### config.mk
export PLATFORM = sky130hd
export DESIGN_NAME = csr_access_arbiter_flat
export DESIGN_NICKNAME = d
export VERILOG_FILES = /design/src/rtl/csr_access_arbiter_if.sv /design/src/rtl/csr_access_arbiter.sv /design/src/flat_wrapper.sv
export SDC_FILE = /design/constraint.sdc
export NUM_CORES = 1
export LEC_CHECK = 0
export BUFFER_PORTS_ARGS = -buffer_cell sky130_fd_sc_hd__buf_4
export CORE_AREA = 2 2 168 170
export DETAILED_ROUTE_END_ITERATION = 12
export DIE_AREA = 0 0 170 172
export PLACE_DENSITY_LB_ADDON = 0.08
export SLEW_MARGIN = 20
export SYNTH_ARGS = -nofsm -noshare
export SYNTH_HDL_FRONTEND = slang
export SYNTH_SLANG_ARGS = --single-unit
### constraint.sdc
create_clock -name clk_i -period 3.65 [get_ports clk_i]
set_input_delay 0.1825 -clock clk_i [delete_from_list [all_inputs] [get_ports clk_i]]
set_output_delay 0.1825 -clock clk_i [all_outputs]
set_load 0.02 [all_outputs]
### src/rtl/csr_access_arbiter_if.sv
// CSR access arbiter bus bundle: pipeline request/commit, debug abstract
// access, and the single CSR register-file port.
// The arbiter connects through the slave modport; the environment (issue and
// commit stages, debug module, CSR file) connects through the master modport.
interface csr_access_arbiter_if #(
    parameter int XLEN = 64
);
    // pipeline side
    logic            flush_i;
    logic            pipe_valid_i;
    logic            pipe_ready_o;
    logic [11:0]     pipe_addr_i;
    logic [XLEN-1:0] pipe_wdata_i;
    logic            pipe_commit_i;
    logic [XLEN-1:0] pipe_rdata_o;

    // debug module side
    logic            dbg_req_i;
    logic            dbg_we_i;
    logic [11:0]     dbg_addr_i;
    logic [XLEN-1:0] dbg_wdata_i;
    logic            dbg_gnt_o;
    logic            dbg_rvalid_o;
    logic [XLEN-1:0] dbg_rdata_o;

    // CSR register file side
    logic            csr_valid_o;
    logic [11:0]     csr_addr_o;
    logic [XLEN-1:0] csr_wdata_o;
    logic            csr_we_o;
    logic [XLEN-1:0] csr_rdata_i;

    logic            timeout_o;

    modport slave (
        input  flush_i, pipe_valid_i, pipe_addr_i, pipe_wdata_i, pipe_commit_i,
        input  dbg_req_i, dbg_we_i, dbg_addr_i, dbg_wdata_i,
        input  csr_rdata_i,
        output pipe_ready_o, pipe_rdata_o,
        output dbg_gnt_o, dbg_rvalid_o, dbg_rdata_o,
        output csr_valid_o, csr_addr_o, csr_wdata_o, csr_we_o,
        output timeout_o
    );

    modport master (
        output flush_i, pipe_valid_i, pipe_addr_i, pipe_wdata_i, pipe_commit_i,
        output dbg_req_i, dbg_we_i, dbg_addr_i, dbg_wdata_i,
        output csr_rdata_i,
        input  pipe_ready_o, pipe_rdata_o,
        input  dbg_gnt_o, dbg_rvalid_o, dbg_rdata_o,
        input  csr_valid_o, csr_addr_o, csr_wdata_o, csr_we_o,
        input  timeout_o
    );
endinterface

### src/rtl/csr_access_arbiter.sv
// csr_access_arbiter: shares the single CSR register-file port between the
// issue pipeline (speculative ops written only on commit) and the debug
// module (fixed-latency abstract reads/writes). One op outstanding at a time.
//
// Build option: define CSR_ARB_RR_EN for round-robin arbitration on ties;
// otherwise debug has fixed priority over the pipeline.
//
// csr_* outputs decode only from registered state (plus pipe_commit_i for the
// same-cycle commit write), so request inputs never reach the CSR port
// combinationally.
module csr_access_arbiter #(
    parameter int XLEN           = 64,
    parameter int COMMIT_TIMEOUT = 64
) (
    input  logic                 clk_i,
    input  logic                 rst_i,
    csr_access_arbiter_if.slave  bus
);

    typedef enum logic [1:0] {
        IDLE       = 2'd0,
        PIPE_HOLD  = 2'd1,
        DBG_ACCESS = 2'd2,
        DBG_RESP   = 2'd3
    } state_t;

    localparam int CW = $clog2(COMMIT_TIMEOUT + 1);
    localparam logic [CW-1:0] CNT_MAX = CW'(COMMIT_TIMEOUT);

    state_t          state_q;
    logic [11:0]     addr_q;
    logic [XLEN-1:0] wdata_q;
    logic            we_q;
    logic [XLEN-1:0] resp_q;
    logic [CW-1:0]   hold_cnt_q;

    logic in_idle, in_hold, in_access, in_resp;
    logic dbg_win, pipe_fire, dbg_fire;

    assign in_idle   = (state_q == IDLE);
    assign in_hold   = (state_q == PIPE_HOLD);
    assign in_access = (state_q == DBG_ACCESS);
    assign in_resp   = (state_q == DBG_RESP);

`ifdef CSR_ARB_RR_EN
    // 1 = debug was granted last; reset value lets the pipeline win the first tie
    logic last_dbg_q;
    logic pipe_req;

    // A flushed pipeline request cannot be accepted, so it does not contend
    assign pipe_req = bus.pipe_valid_i & ~bus.flush_i;
    assign dbg_win  = bus.dbg_req_i & (~pipe_req | ~last_dbg_q);
`else
    assign dbg_win  = bus.dbg_req_i;
`endif

    // No handshakes are offered while reset is asserted
    assign pipe_fire = in_idle & ~rst_i & ~bus.flush_i & ~dbg_win & bus.pipe_valid_i;
    assign dbg_fire  = in_idle & ~rst_i & dbg_win;

    // Arbitration state, operand capture, debug response capture and commit timer
    always_ff @(posedge clk_i) begin
        if (rst_i) begin
            state_q    <= IDLE;
            addr_q     <= '0;
            wdata_q    <= '0;
            we_q       <= 1'b0;
            resp_q     <= '0;
            hold_cnt_q <= '0;
`ifdef CSR_ARB_RR_EN
            last_dbg_q <= 1'b1;
`endif
        end else begin
            case (state_q)
                IDLE: begin
                    if (dbg_fire) begin
                        state_q <= DBG_ACCESS;
                        we_q    <= bus.dbg_we_i;
                        addr_q  <= bus.dbg_addr_i;
                        wdata_q <= bus.dbg_wdata_i;
`ifdef CSR_ARB_RR_EN
                        last_dbg_q <= 1'b1;
`endif
                    end else if (pipe_fire) begin
                        state_q    <= PIPE_HOLD;
                        we_q       <= 1'b0;
                        addr_q     <= bus.pipe_addr_i;
                        wdata_q    <= bus.pipe_wdata_i;
                        hold_cnt_q <= '0;
`ifdef CSR_ARB_RR_EN
                        last_dbg_q <= 1'b0;
`endif
                    end
                end
                PIPE_HOLD: begin
                    // Commit and flush together still commits: the write is
                    // issued combinationally this cycle either way
                    if (bus.pipe_commit_i || bus.flush_i) begin
                        state_q    <= IDLE;
                        hold_cnt_q <= '0;
                    end else if (hold_cnt_q != CNT_MAX) begin
                        hold_cnt_q <= hold_cnt_q + CW'(1);
                    end
                end
                DBG_ACCESS: begin
                    resp_q  <= bus.csr_rdata_i;
                    state_q <= DBG_RESP;
                end
                DBG_RESP: begin
                    state_q <= IDLE;
                end
                default: state_q <= IDLE;
            endcase
        end
    end

    // Handshake outputs
    assign bus.pipe_ready_o = in_idle & ~rst_i & ~bus.flush_i & ~dbg_win;
    assign bus.dbg_gnt_o    = dbg_fire;

    // CSR port: driven only while an op owns it
    assign bus.csr_valid_o = in_hold | in_access;
    assign bus.csr_addr_o  = bus.csr_valid_o ? addr_q  : 12'd0;
    assign bus.csr_wdata_o = bus.csr_valid_o ? wdata_q : '0;
    assign bus.csr_we_o    = ~rst_i & ((in_hold & bus.pipe_commit_i) | (in_access & we_q));

    // Read-data returns
    assign bus.pipe_rdata_o = in_hold ? bus.csr_rdata_i : '0;
    assign bus.dbg_rvalid_o = in_resp;
    assign bus.dbg_rdata_o  = in_resp ? resp_q : '0;

    // Stuck-commit indicator; the held op stays in place
    assign bus.timeout_o = in_hold & (hold_cnt_q >= CNT_MAX);

endmodule

### src/flat_wrapper.sv
// flat-port wrapper written by rule: the top's interface ports become plain ports
module csr_access_arbiter_flat 
#(
    parameter int XLEN           = 64,
    parameter int COMMIT_TIMEOUT = 64
)
  (clk_i, rst_i, bus_flush_i, bus_pipe_valid_i, bus_pipe_addr_i, bus_pipe_wdata_i, bus_pipe_commit_i, bus_dbg_req_i, bus_dbg_we_i, bus_dbg_addr_i, bus_dbg_wdata_i, bus_csr_rdata_i, bus_pipe_ready_o, bus_pipe_rdata_o, bus_dbg_gnt_o, bus_dbg_rvalid_o, bus_dbg_rdata_o, bus_csr_valid_o, bus_csr_addr_o, bus_csr_wdata_o, bus_csr_we_o, bus_timeout_o);
  csr_access_arbiter_if #(.XLEN(XLEN)) bus_i ();
  input  logic clk_i;
  input  logic rst_i;
  input wire logic [$bits(bus_i.flush_i)-1:0] bus_flush_i;
  input wire logic [$bits(bus_i.pipe_valid_i)-1:0] bus_pipe_valid_i;
  input wire logic [$bits(bus_i.pipe_addr_i)-1:0] bus_pipe_addr_i;
  input wire logic [$bits(bus_i.pipe_wdata_i)-1:0] bus_pipe_wdata_i;
  input wire logic [$bits(bus_i.pipe_commit_i)-1:0] bus_pipe_commit_i;
  input wire logic [$bits(bus_i.dbg_req_i)-1:0] bus_dbg_req_i;
  input wire logic [$bits(bus_i.dbg_we_i)-1:0] bus_dbg_we_i;
  input wire logic [$bits(bus_i.dbg_addr_i)-1:0] bus_dbg_addr_i;
  input wire logic [$bits(bus_i.dbg_wdata_i)-1:0] bus_dbg_wdata_i;
  input wire logic [$bits(bus_i.csr_rdata_i)-1:0] bus_csr_rdata_i;
  output wire logic [$bits(bus_i.pipe_ready_o)-1:0] bus_pipe_ready_o;
  output wire logic [$bits(bus_i.pipe_rdata_o)-1:0] bus_pipe_rdata_o;
  output wire logic [$bits(bus_i.dbg_gnt_o)-1:0] bus_dbg_gnt_o;
  output wire logic [$bits(bus_i.dbg_rvalid_o)-1:0] bus_dbg_rvalid_o;
  output wire logic [$bits(bus_i.dbg_rdata_o)-1:0] bus_dbg_rdata_o;
  output wire logic [$bits(bus_i.csr_valid_o)-1:0] bus_csr_valid_o;
  output wire logic [$bits(bus_i.csr_addr_o)-1:0] bus_csr_addr_o;
  output wire logic [$bits(bus_i.csr_wdata_o)-1:0] bus_csr_wdata_o;
  output wire logic [$bits(bus_i.csr_we_o)-1:0] bus_csr_we_o;
  output wire logic [$bits(bus_i.timeout_o)-1:0] bus_timeout_o;
  assign bus_i.flush_i = bus_flush_i;
  assign bus_i.pipe_valid_i = bus_pipe_valid_i;
  assign bus_i.pipe_addr_i = bus_pipe_addr_i;
  assign bus_i.pipe_wdata_i = bus_pipe_wdata_i;
  assign bus_i.pipe_commit_i = bus_pipe_commit_i;
  assign bus_i.dbg_req_i = bus_dbg_req_i;
  assign bus_i.dbg_we_i = bus_dbg_we_i;
  assign bus_i.dbg_addr_i = bus_dbg_addr_i;
  assign bus_i.dbg_wdata_i = bus_dbg_wdata_i;
  assign bus_i.csr_rdata_i = bus_csr_rdata_i;
  assign bus_pipe_ready_o = bus_i.pipe_ready_o;
  assign bus_pipe_rdata_o = bus_i.pipe_rdata_o;
  assign bus_dbg_gnt_o = bus_i.dbg_gnt_o;
  assign bus_dbg_rvalid_o = bus_i.dbg_rvalid_o;
  assign bus_dbg_rdata_o = bus_i.dbg_rdata_o;
  assign bus_csr_valid_o = bus_i.csr_valid_o;
  assign bus_csr_addr_o = bus_i.csr_addr_o;
  assign bus_csr_wdata_o = bus_i.csr_wdata_o;
  assign bus_csr_we_o = bus_i.csr_we_o;
  assign bus_timeout_o = bus_i.timeout_o;
  csr_access_arbiter #(.XLEN(XLEN), .COMMIT_TIMEOUT(COMMIT_TIMEOUT)) u_core (.clk_i(clk_i), .rst_i(rst_i), .bus(bus_i));
endmodule
Word level (Yosys, flattened, before mapping)
Index checks and enable logic that the tools add are counted.
{ "classes": {"n_addsub": 1, "eq_ne": 9, "div_mod_pow": 0, "bitwise_logic": 14, "reduce_logical": 7, "muxes": 19, "shift": 0, "mul": 0, "magnitude_cmp": 1} }
{ "op_table": {"columns": ["operator", "count"], "rows": [
  ["$mux 64", 5],
  ["$mux 12", 3],
  ["$mux 7", 4],
  ["$pmux 7 s2", 1],
  ["$and 1x1->1", 9],
  ["$pmux 2 s4", 1],
  ["$add 7x1->7 const B", 1],
  ["$ge 7x7->1 const B", 1],
  ["$ne 7x7->1 const B", 1],
  ["$mux 2", 3],
  ["$ne 2x2->1 const B", 3],
  ["$ne 3x3->1 const B", 2],
  ["$eq 2x2->1 const B", 2],
  ["$reduce_and 2->1", 2],
  ["$reduce_and 4->1", 1],
  ["$reduce_bool 2->1", 2],
  ["$not 1->1", 3],
  ["$eq 2x1->1 const B", 1],
  ["$logic_not 2->1", 1],
  ["$mux 1", 2],
  ["$or 1x1->1", 2],
  ["$logic_or 1x1->1", 1]
]} }
{ "totals": {"n_memories": 0, "inputBits": 223, "latch_bits": 0, "wordCells": 57, "ram_bits": 0, "reg_bits": 150, "rom_bits": 0} }

Longest topological paths before layout
Gate-level depths: netlist (run 1).
{ "depth": {"ltp_word": 8, "ltp_mapped": 8} }

Worst setup path before layout (run 1)
Ideal clock, no wire load.
{ "synth_path": {"path_type": "reg2out", "startpoint": "register u_core.state_q[0]", "endpoint": "output port bus_csr_we_o", "arrival_time_ps": 1740, "required_time_ps": 3467, "stages_incl_launch_ff": 8, "setup_slack_ps": 1727, "path_cell_list": "dfxtp_1 -> inv_1 -> ha_1 -> clkbuf_1 -> buf_1 -> buf_2 -> a22oi_1 -> nor2_1"} }
{ "synth_between": {"elab_chain_len": 4, "elab_cells_between_ends": 6} }
{ "synth_rtl": {"columns": ["item", "line", "rtl"], "rows": [
  ["from (decl)", "csr_access_arbiter.sv:30", "state_t state_q;"],
  ["from (signal assigned)", "csr_access_arbiter.sv:64", "state_q <= IDLE;"],
  ["from (signal assigned)", "csr_access_arbiter.sv:77", "state_q <= DBG_ACCESS;"],
  ["from (signal assigned)", "csr_access_arbiter.sv:85", "state_q <= PIPE_HOLD;"],
  ["$eq 2x1->1 or $eq 2x2->1 (tied branches)", "csr_access_arbiter.sv:41, csr_access_arbiter.sv:42", null],
  ["$and 1x1->1", "csr_access_arbiter.sv:125", "assign bus.csr_we_o = ~rst_i & ((in_hold & bus.pipe_commit_i) | (in_access & we_q));"],
  ["$or 1x1->1 *", "csr_access_arbiter.sv:125", null],
  ["$and 1x1->1 *", "csr_access_arbiter.sv:125", null],
  ["to (decl)", "flat_wrapper.sv:29", "output wire logic [$bits(bus_i.csr_we_o)-1:0] bus_csr_we_o;"]
]} }
Mark *: on every way between the ends. The rest lies on a longest branch, timed or not.

Worst setup path after layout (run 1)
{ "layout_path": {"startpoint": "register u_core.state_q[0]", "endpoint": "output port bus_dbg_gnt_o"} }
{ "layout_between": {"elab_chain_len": 3} }
{ "layout_rtl": {"columns": ["item", "line", "rtl"], "rows": [
  ["$logic_not 2->1", "csr_access_arbiter.sv:40", "assign in_idle = (state_q == IDLE);"],
  ["$and 1x1->1 (2 in a row)", "csr_access_arbiter.sv:59", "assign dbg_fire = in_idle & ~rst_i & dbg_win;"],
  ["to (decl)", "flat_wrapper.sv:23", "output wire logic [$bits(bus_i.dbg_gnt_o)-1:0] bus_dbg_gnt_o;"]
]} }
No other way between the ends.

==> reports/results.txt, run 1 <==
Run status: completed
Mux cell area share after synthesis: 18.8%
Power per cell area: 559 mW/mm^2
Critical Path RT: 3.47 ns
Worst-margin pin slew: 1.10 ns
DRC: 0
Sequential share of power: 31.1%
Num CTS Buffers: 17
Clock Power Share: 26.7%
Die area: 0.0292 mm^2
Total core area: 0.0275 mm^2
Fin crit period: 2.35 ns
Total power: 6700 uW
Post-synth EDFFs: 0
Final worst path period share: 64.5%
Logic pwr share: 42.2%
Synthesized area per cell: 8.79 um^2
Clk slew on worst S/H paths: 0.07 ns
Clk Latency, worst-skew pair: 0.42 ns
Largest net degree at the start of global routing: 96
TNS Setup: 0 ns
Vias per cell: 4.45
Share of cells above drive strength 1: 37.5%
Hold Startpoint: bus_csr_rdata_i[1]
Layout net count: 1,508
Synth unique cells: 33
Drt initial violations: 273
Routed Antenna Nets: 0
Clock Sinks: 150
Setup violations, final: 0
YS warnings: 0
#FFs+latches synth: 150
Die H: 172 um
Mapped cell area: 0.00759 mm^2
P_sw: 2530 uW
Global-route usage over all layers: 17.0%
Adder-cell share of the synthesized area: 0.989%
Synth Area in Compound Gates: 9.66%
Sequential area share after synthesis: 39.6%
Clock Root Buffer: clkbuf_16
Top_reg_cell synth: dfxtp_1
Starting density of the core: 27.6%
IO Pins: 433
Setup crit end kind: output port
Number of I/O port buffers: 432
R2r startpoint: u_core.state_q[1]
CTS tree: built
Worst Path Arrival: 2.17 ns
Startpoint Class: flip-flop
Leak Pwr: 0.00593 uW
Hold Path Depth: 3
Crit Path Max Fanout: 69
Remaining Overflow, GRT: 0
Peak Freq: 0.425 GHz
Int Pwr: 4170 uW
Synthesized Nets: 1,092
Commonest non-fill, non-tap cells in the layout: buf_4 (440), and2_1 (206), dfxtp_1 (150)
Placement Setup Slack: 1.59 ns
Post-CTS Setup Inserts: 0
Routability cong.: 0.800
# H-tree levels: 4
Max VDD drop: 285 uV
R2R cell count: 5
Die width: 170 um
Total number of vias: 7,294
Cells after Synth: 863
DR WL/cell: 15.9 um
Hold Crit Endpoint: u_core.resp_q[1]
Final slew viol count: 0
Async set-reset flop share out of synthesis: 0%
Total of max-cap violations: 0
Final Util: 43.6%
Clock skew: 0.0105 ns
First-pass GRT wire length: 39,000 um
Detailed Routing Iterations Pass 1: 4
Largest family of logic cells by synthesized area: simple AND/OR/NAND/NOR gates
FILL cells: 2,807
Max transition margin: 26.8%
Row count: 61
Net Sw Frac: 37.8%
Hold Crit Class: primary input to flip-flop
Setup CP Type: flip-flop to output port
P&R area growth vs syn: 58.0%
N_diodes: 0
Synth Area in XOR/XNOR: 0%
Initial antenna violation count: 0
WL final: 26,100 um
Bufs on Longest Clock Path: 2
Fin. Hold Viols: 0
Post-route setup slack: 1.30 ns
Reg2Reg Capture Point: u_core.hold_cnt_q[5]
Setup slack, reg-to-reg: 1.57 ns
RSZ-0062 raised after global routing: false
Hold_ws: 0.0169 ns
Final HPWL DP: 18,000 um
Vias in the first global route: 7,079
Commonest non-fill, non-tap cell in the layout: buf_4
Post-synthesis simple-gate area fraction: 26.6%
[cells by family after synthesis]
family	Yosys count
AND/OR/NAND/NOR	382
flip-flops	150
multiplexers	142
AO/OA/AOI/OAI	99
buffers and inverters	84
adder cells (fa/ha/maj)	6
[power groups by stage]
stage          Sequential (uW)  Combinational, uW  Clock (uW)
6_report                  2080               2830        1790
5_1_grt                   2130               3090        1920
4_1_cts                   2090               2890        1840
3_5_place_dp              2120               2850           0
3_3_place_gp              2110               2830           0
2_1_floorplan             2080               1750           0
[worst max-delay path by stage]
| stage | end | startpoint | slack, ns |
|---|---|---|---|
| 2_1_floorplan | bus_csr_we_o | u_core.state_q[0] | 1.73 |
| 3_3_place_gp | u_core.hold_cnt_q[6] | u_core.state_q[1] | 1.62 |
| 3_5_place_dp | u_core.hold_cnt_q[6] | u_core.state_q[1] | 1.59 |
| 4_1_cts | bus_dbg_gnt_o | u_core.state_q[0] | 1.26 |
| 5_1_grt | bus_dbg_gnt_o | u_core.state_q[0] | 1.09 |
| 6_report | bus_dbg_gnt_o | u_core.state_q[0] | 1.30 |
[area by class of cell]
cell class              count  area, um^2  area share, %
clock inverters            15         164           1.37
well taps                 346         433           3.61
multi-input cells         629        4280           35.7
clock buffers              17         425           3.55
inverters                   8        30.0          0.250
flip-flops and latches    150        3000           25.0
repair buffers            473        3650           30.5
[stage by stage]
stage / area, um^2 / cells
floorplan: 7590 / 863
global placement: 11100 / 1575
detailed placement: 11100 / 1575
CTS: 12000 / 1638
global route: 12000 / 1638
finish: 12000 / 1638
[metal layers]
metal | vias to the layer above | part of all wire [%] | track usage, %
li1 | 3734 | - | -
met1 | 3261 | 41 | 19.5
met2 | 279 | 47 | 29.2
met3 | 20 | 9.7 | 6.84
met4 | 0 | 1.7 | 4.98
met5 | - | 0 | 0
[flip-flops by register name (all words and copies together), names as in the netlist]
name	count
u_core.resp_q	64
u_core.wdata_q	64
u_core.addr_q	12
u_core.hold_cnt_q	7
u_core.state_q	2
u_core.we_q	1
[what timing repair did]
action / 4_1_cts / 5_1_grt
hold endpoints to repair: 31 / 0
endpoints found under the setup margin: 0 / 0
hold buffers: 31 / 0
resized for setup: 0 / 0
[worst max-delay path: stages (launching register included)]
cell	delay (ns)
dfxtp_1	0.38
inv_1	0.11
ha_2	0.26
nand3b_1	0.13
buf_4	0.56
inv_1	0.10
buf_4	0.18
[synthesized netlist by cell type, drive strengths merged (6+ instances only)]
cell      n  area, um^2
clkbuf   53         199
dfxtp   150        3000
o21ai     8        40.0
and2    206        1290
ha        6        75.1
mux2i   141        1410
nor2    149         559
inv       8        30.0
buf      23         106
a211oi   76         571
Power figures use the tool's default switching activity.
==> inputs of run 2 (changes only) <==
--- a/config.mk
+++ b/config.mk
@@ -5,10 +5,11 @@
 export SDC_FILE = /design/constraint.sdc
 export NUM_CORES = 1
 export LEC_CHECK = 0
+export ABC_AREA = 1
 export BUFFER_PORTS_ARGS = -buffer_cell sky130_fd_sc_hd__buf_4
-export CORE_AREA = 2 2 168 170
+export CORE_AREA = 2 2 169 171
 export DETAILED_ROUTE_END_ITERATION = 12
-export DIE_AREA = 0 0 170 172
+export DIE_AREA = 0 0 171 173
 export PLACE_DENSITY_LB_ADDON = 0.08
 export SLEW_MARGIN = 20
 export SYNTH_ARGS = -nofsm -noshare
==> constraint.sdc (replaced) <==
create_clock -name clk_i -period 2.3 [get_ports clk_i]
set_input_delay 0.115 -clock clk_i [delete_from_list [all_inputs] [get_ports clk_i]]
set_output_delay 0.115 -clock clk_i [all_outputs]
set_load 0.02 [all_outputs]
==> run 2 against run 1 <==
- via count grew 33%
- register-to-register slack lost 1.1 ns
- synthesized cell count grew 45%
- critical path depth is the same
- combinational power grew 99%
- global-route usage grew 2.9 points
- worst hold slack gained 0.063 ns
- power grew 87%
- die area grew 1.2%
- routed wire length grew 17%
- non-clock buffer count grew 196
==> reports/results.txt, run 2 <==
Run status: completed
YS warnings: 0
Die H: 173 um
Commonest non-fill, non-tap cells in the layout: buf_4 (442), nand2_1 (385), inv_1 (222)
Top_reg_cell synth: dfxtp_1
Clock skew: 0.0138 ns
Routed Antenna Nets: 0
Fin. Hold Viols: 0
Setup crit end kind: output port
Vias per cell: 4.32
Synth unique cells: 22
Top cells by instance count after synthesis: nand2_1 (385), inv_1 (223), nor2_1 (154)
Fin crit period: 2.14 ns
Largest family of logic cells by synthesized area: simple AND/OR/NAND/NOR gates
Bufs on Longest Clock Path: 2
Synth top area cells: dfxtp_1 (39%), nand2_1 (19%), inv_1 (11%)
Number of I/O port buffers: 432
Multi-input logic area: 0.00346 mm^2
Total of max-cap violations: 0
Crit Path Max Fanout: 20
Synth Area in Compound Gates: 16.1%
Post-synthesis simple-gate area fraction: 27.8%
Layout net count: 2,081
Total core area: 0.0276 mm^2
Routability cong.: 0.803
Startpoint Class: flip-flop
Clk slew on worst S/H paths: 0.06 ns
Max transition margin: 60.2%
Critical Path RT: 2.18 ns
Leak Pwr: 0.00812 uW
Setup violations, final: 0
N_diodes: 0
Synthesized area per cell: 6.15 um^2
Post-synth EDFFs: 0
Hold Startpoint: bus_pipe_valid_i
Num CTS Buffers: 17
Row count: 61
Drt initial violations: 554
Starting density of the core: 27.8%
Async set-reset flop share out of synthesis: 0%
Clock Sinks: 150
Detailed Routing Iterations Pass 1: 5
Biggest regs: u_core.resp_q (64), u_core.wdata_q (64), u_core.addr_q (12)
TNS Setup: 0 ns
Final worst path period share: 93.1%
Yosys top cell area share: 39.1%
Final HPWL DP: 20,300 um
FF/Latch Area: 0.00300 mm^2
Worst-margin pin slew: 0.597 ns
R2R cell count: 9
Sequential area share after synthesis: 39.1%
Hold_ws: 0.0795 ns
#FFs+latches synth: 150
RSZ-0062 raised after global routing: false
Share of cells above drive strength 1: 26.5%
Mapped cell area: 0.00767 mm^2
Commonest non-fill, non-tap cell in the layout: buf_4
Power per cell area: 887 mW/mm^2
Cells after Synth: 1,248
Hold Crit Class: primary input to flip-flop
Clock Root Buffer: clkbuf_16
Largest net degree at the start of global routing: 148
R2r startpoint: u_core.state_q[0]
Synth Area in XOR/XNOR: 0%
Placement Setup Slack: 0.449 ns
CP Launch Point: u_core.state_q[0]
Vias in the first global route: 9,467
Peak Freq: 0.467 GHz
DR WL/cell: 13.6 um
Die area: 0.0296 mm^2
FILL cells: 2,764
Clk Latency, worst-skew pair: 0.42 ns
Synthesized Nets: 1,477
DRC: 0
Global-route usage over all layers: 19.9%
Mux cell area share after synthesis: 0%
Setup CP Type: flip-flop to output port
First-pass GRT wire length: 47,400 um
# H-tree levels: 4
Final slew viol count: 0
WL final: 30,500 um
Most frequent cell after synthesis: nand2_1
Die width: 171 um
Adder-cell share of the synthesized area: 0.978%
CTS tree: built
Remaining Overflow, GRT: 0
Initial antenna violation count: 0
Worst Path Arrival: 2.03 ns
Hold Path Depth: 4
Post-route setup slack: 0.160 ns
P&R area growth vs syn: 84.0%
Total number of vias: 9,678
Max VDD drop: 451 uV
IO Pins: 433
Yosys top cell by area: dfxtp_1
## run 2: cell count changes in the layout (fill, tap and decap cells not counted), sizes merged, moves of 9 or more
cell and change:
a211oi -76, nand2 +383, dlygate4sd3 +187, mux2i -141, buf +9, a31oi +71
and2 -206, inv +211, o21ai +138
## run 2: kinds of logic (layout without fill, tap and decap cells)
family	Yosys count	count (layout)
AO/OA/AOI/OAI	228	228
flip-flops	150	150
AND/OR/NAND/NOR	553	553
buffers and inverters	311	925
adder cells (fa/ha/maj)	6	6
## run 2: worst max-delay path, cell delays in order (launching register included)
cell	delay [ns]
dfxtp_1	0.37
inv_1	0.09
ha_2	0.24
nand3_4	0.16
clkinv_2	0.26
buf_4	0.31
buf_4	0.18
## run 2: final timing paths
| check | to | slack (ns) |
|---|---|---|
| min | u_core.we_q | 0.08 |
| max reg2reg | u_core.wdata_q[45] | 0.43 |
| min reg2reg | u_core.we_q | 0.49 |
| max | bus_dbg_gnt_o | 0.16 |
## run 2: where the power goes
part	leakage [uW]	internal, uW	switching [uW]	total (uW)
Combinational	0.00657	2170	3470	5640
Clock	0.000315	2030	1160	3180
Sequential	0.00123	3360	342	3700
## run 2: layout make-up
| class | count | area share, % |
|---|---|---|
| Tap cell | 378 | 3.35 |
| Clock buffer | 17 | 3.01 |
| Multi-Input combinational cell | 787 | 24.5 |
| Inverter | 227 | 6.05 |
| Clock inverter | 12 | 1.61 |
| Timing Repair Buffer | 669 | 40.2 |
| Sequential cell | 150 | 21.3 |
## run 2: stage by stage
step                cells  area, um^2  utilization [%]  power [uW]
floorplan            1248        7670                -        6930
global route         2240       14100             51.1       13400
global placement     1993       11300             40.8        9080
CTS                  2240       14100             51.1       12700
finish               2240       14100             51.1       12500
detailed placement   1993       11300             40.8        9110
## run 2: per-layer routing
metal  vias to the layer above  wire length (um)  global-route usage [%]  share of wire (%)
li1                       4992                 -                       -                  -
met1                      4298             12600                    22.7                 41
met2                       349             15200                    36.3                 50
met3                        39              2060                    4.67                6.7
met4                         0               643                    6.00                2.1
met5                         -                 0                       0                  0
## run 2: repair_timing
action / 4_1_cts / 5_1_grt
setup endpoints to repair: 0 / 1
buffers inserted: 0 / 0
hold buffers: 218 / 0
endpoints found under the hold margin: 143 / 0
gates resized for setup: 0 / 1
==> inputs of run 3 (changes only) <==
--- a/config.mk
+++ b/config.mk
@@ -5,11 +5,11 @@
 export SDC_FILE = /design/constraint.sdc
 export NUM_CORES = 1
 export LEC_CHECK = 0
-export ABC_AREA = 1
 export BUFFER_PORTS_ARGS = -buffer_cell sky130_fd_sc_hd__buf_4
-export CORE_AREA = 2 2 169 171
+export CORE_AREA = 2 2 168 170
 export DETAILED_ROUTE_END_ITERATION = 12
-export DIE_AREA = 0 0 171 173
+export DIE_AREA = 0 0 170 172
+export HOLD_SLACK_MARGIN = 0.1
 export PLACE_DENSITY_LB_ADDON = 0.08
 export SLEW_MARGIN = 20
 export SYNTH_ARGS = -nofsm -noshare
==> run 3 against run 2 <==
- non-clock buffer count fell by 3
- final cell count fell by 18%
- critical path type unchanged
- register-to-register slack got worse by 0.07 ns
- power decreased by 12%
- setup slack better by 0.089 ns
- highest routed layer unchanged
- clock-buffer cell count up 2
- critical endpoint is now bus_pipe_rdata_o[2]
- routed wire length is 9.6% lower
- flip-flop and latch count did not move
- fmax rose by 4.3%
==> reports/results.txt, run 3 (same netlist as run 1, synthesis figures left out) <==
Hold Startpoint: bus_pipe_commit_i
Die H: 172 um
Fin. Hold Viols: 0
Remaining Overflow, GRT: 0
Starting density of the core: 27.6%
Max transition margin: 47.9%
Run status: completed
Vias per cell: 4.47
Hold Crit Endpoint: u_core.hold_cnt_q[0]
Slowest stage delay, CP: 0.46 ns
R2r startpoint: u_core.state_q[0]
N_diodes: 0
DRC: 0
Fin crit period: 2.05 ns
Final slew viol count: 0
Post-route setup slack: 0.249 ns
CP Cell Sequence: inv_1 -> ha_2 -> buf_4 -> and2_1 -> buf_4
Largest net degree at the start of global routing: 161
Worst-margin pin slew: 0.782 ns
Most common cell on crit path: buf_4
Critical Path RT: 2.18 ns
Leak Pwr: 0.00676 uW
Setup CP Type: flip-flop to output port
Final HPWL DP: 17,900 um
Die width: 170 um
P_sw: 3990 uW
TNS Setup: 0 ns
Die area: 0.0292 mm^2
DR WL/cell: 15.1 um
Share of cells above drive strength 1: 32.8%
First-pass GRT wire length: 42,200 um
Logic pwr share: 44.1%
P&R area growth vs syn: 84.0%
Routability cong.: 0.744
Clock skew: 0.0167 ns
Max VDD drop: 377 uV
Routed Antenna Nets: 0
Total core area: 0.0275 mm^2
Row count: 61
Number of I/O port buffers: 432
Net Sw Frac: 36.2%
Drt initial violations: 309
Clk slew on worst S/H paths: 0.06 ns
Vias in the first global route: 8,210
Setup crit end kind: output port
Worst Path Arrival: 1.94 ns
Reg2Reg Capture Point: u_core.addr_q[2]
Sequential share of power: 30.0%
Commonest non-fill, non-tap cells in the layout: buf_4 (441), dlygate4sd3_1 (218), and2_1 (206)
Clock Power Share: 25.9%
Setup slack, reg-to-reg: 0.36 ns
Bufs on Longest Clock Path: 2
Detailed Routing Iterations Pass 1: 6
Int Pwr: 7040 uW
WL final: 27,600 um
Total number of vias: 8,168
Hold Path Depth: 4
Initial antenna violation count: 0
Global-route usage over all layers: 18.2%
R2R cell count: 7
Biggest regs: u_core.resp_q (64), u_core.wdata_q (64), u_core.addr_q (12)
RSZ-0062 raised after global routing: false
Hold Crit Class: primary input to flip-flop
CP max stage cell: buf_4
Peak Freq: 0.488 GHz
CTS tree: built
Crit Path Max Fanout: 67
Commonest non-fill, non-tap cell in the layout: buf_4
Power per cell area: 790 mW/mm^2
Num CTS Buffers: 17
CP Launch Point: u_core.state_q[1]
Startpoint Class: flip-flop
IO Pins: 433
Clock Root Buffer: clkbuf_16
Total of max-cap violations: 0
Placement Setup Slack: 0.375 ns
Final worst path period share: 89.2%
Clk Latency, worst-skew pair: 0.42 ns
# H-tree levels: 4
Setup violations, final: 0
Clock Sinks: 150
Layout net count: 1,701
[run 3: cell count changes in the layout (fill, tap and decap cells not counted), moves of 4 or more]
cell / before / now
nand2_1: 385 / 3
inv_1: 222 / 8
and2_1: 0 / 206
mux2i_1: 0 / 141
o21ai_0: 141 / 7
a211oi_1: 0 / 76
a31oi_1: 76 / 5
nand2b_1: 0 / 5
nor2_1: 154 / 149
nor2b_1: 0 / 5
o21ai_1: 5 / 1
[run 3: final cells by class]
type                            count  area, um^2
Multi-Input combinational cell    629        4280
Clock inverter                     11         149
Tap cell                          346         433
Inverter                            8        30.0
Timing Repair Buffer              666        5630
Clock buffer                       19         433
Fill cell                        2573       13500
Sequential cell                   150        3000
[run 3: worst max path at each step]
stage	to	slack [ns]	cells after the start
after floorplan	u_core.hold_cnt_q[5]	0.38	7
after global placement	u_core.hold_cnt_q[1]	0.41	6
after detailed placement	u_core.addr_q[3]	0.37	7
after CTS	bus_pipe_rdata_o[2]	0.15	5
after global routing	bus_csr_we_o	0.05	6
final	bus_pipe_rdata_o[2]	0.25	5
[run 3: repair_timing]
item	CTS	global route
hold buffers	218	0
hold endpoints to repair	142	0
buffers inserted	0	0
gates resized for setup	0	0
[run 3: through the flow]
| stage | utilization, % | area (um^2) | hold WS, ns | power, uW | cells |
|---|---|---|---|---|---|
| 2_1_floorplan | - | 7590 | 0.262 | 6070 | 863 |
| 5_1_grt | 50.8 | 14000 | 0.226 | 11700 | 1829 |
| 3_5_place_dp | 40.7 | 11200 | 0.365 | 7980 | 1581 |
| 6_report | 50.8 | 14000 | 0.171 | 11000 | 1829 |
| 4_1_cts | 50.8 | 14000 | 0.159 | 11200 | 1829 |
| 3_3_place_gp | 40.7 | 11200 | 0.362 | 7940 | 1581 |
[run 3: metal layers]
| layer | wire length (um) | GRT usage [%] |
|---|---|---|
| met2 | 13600 | 33.3 |
| met3 | 2180 | 5.31 |
| met1 | 11000 | 19.8 |
| met5 | 0 | 0 |
| met4 | 783 | 6.95 |
[run 3: critical path: cells and delay by family (launching register included)]
kind | cells | cell delay (ns)
fa+ha+maj | 1 | 0.19
buf+inv | 3 | 0.73
flops | 1 | 0.34
simple gates | 1 | 0.26
[run 3: power by group through the flow]
stage          Clock, uW  Sequential (uW)  Combinational [uW]
5_1_grt             3080             3380                5290
3_5_place_dp           0             3360                4620
4_1_cts             2960             3310                4940
3_3_place_gp           0             3350                4590
6_report            2860             3310                4860
2_1_floorplan          0             3290                2780
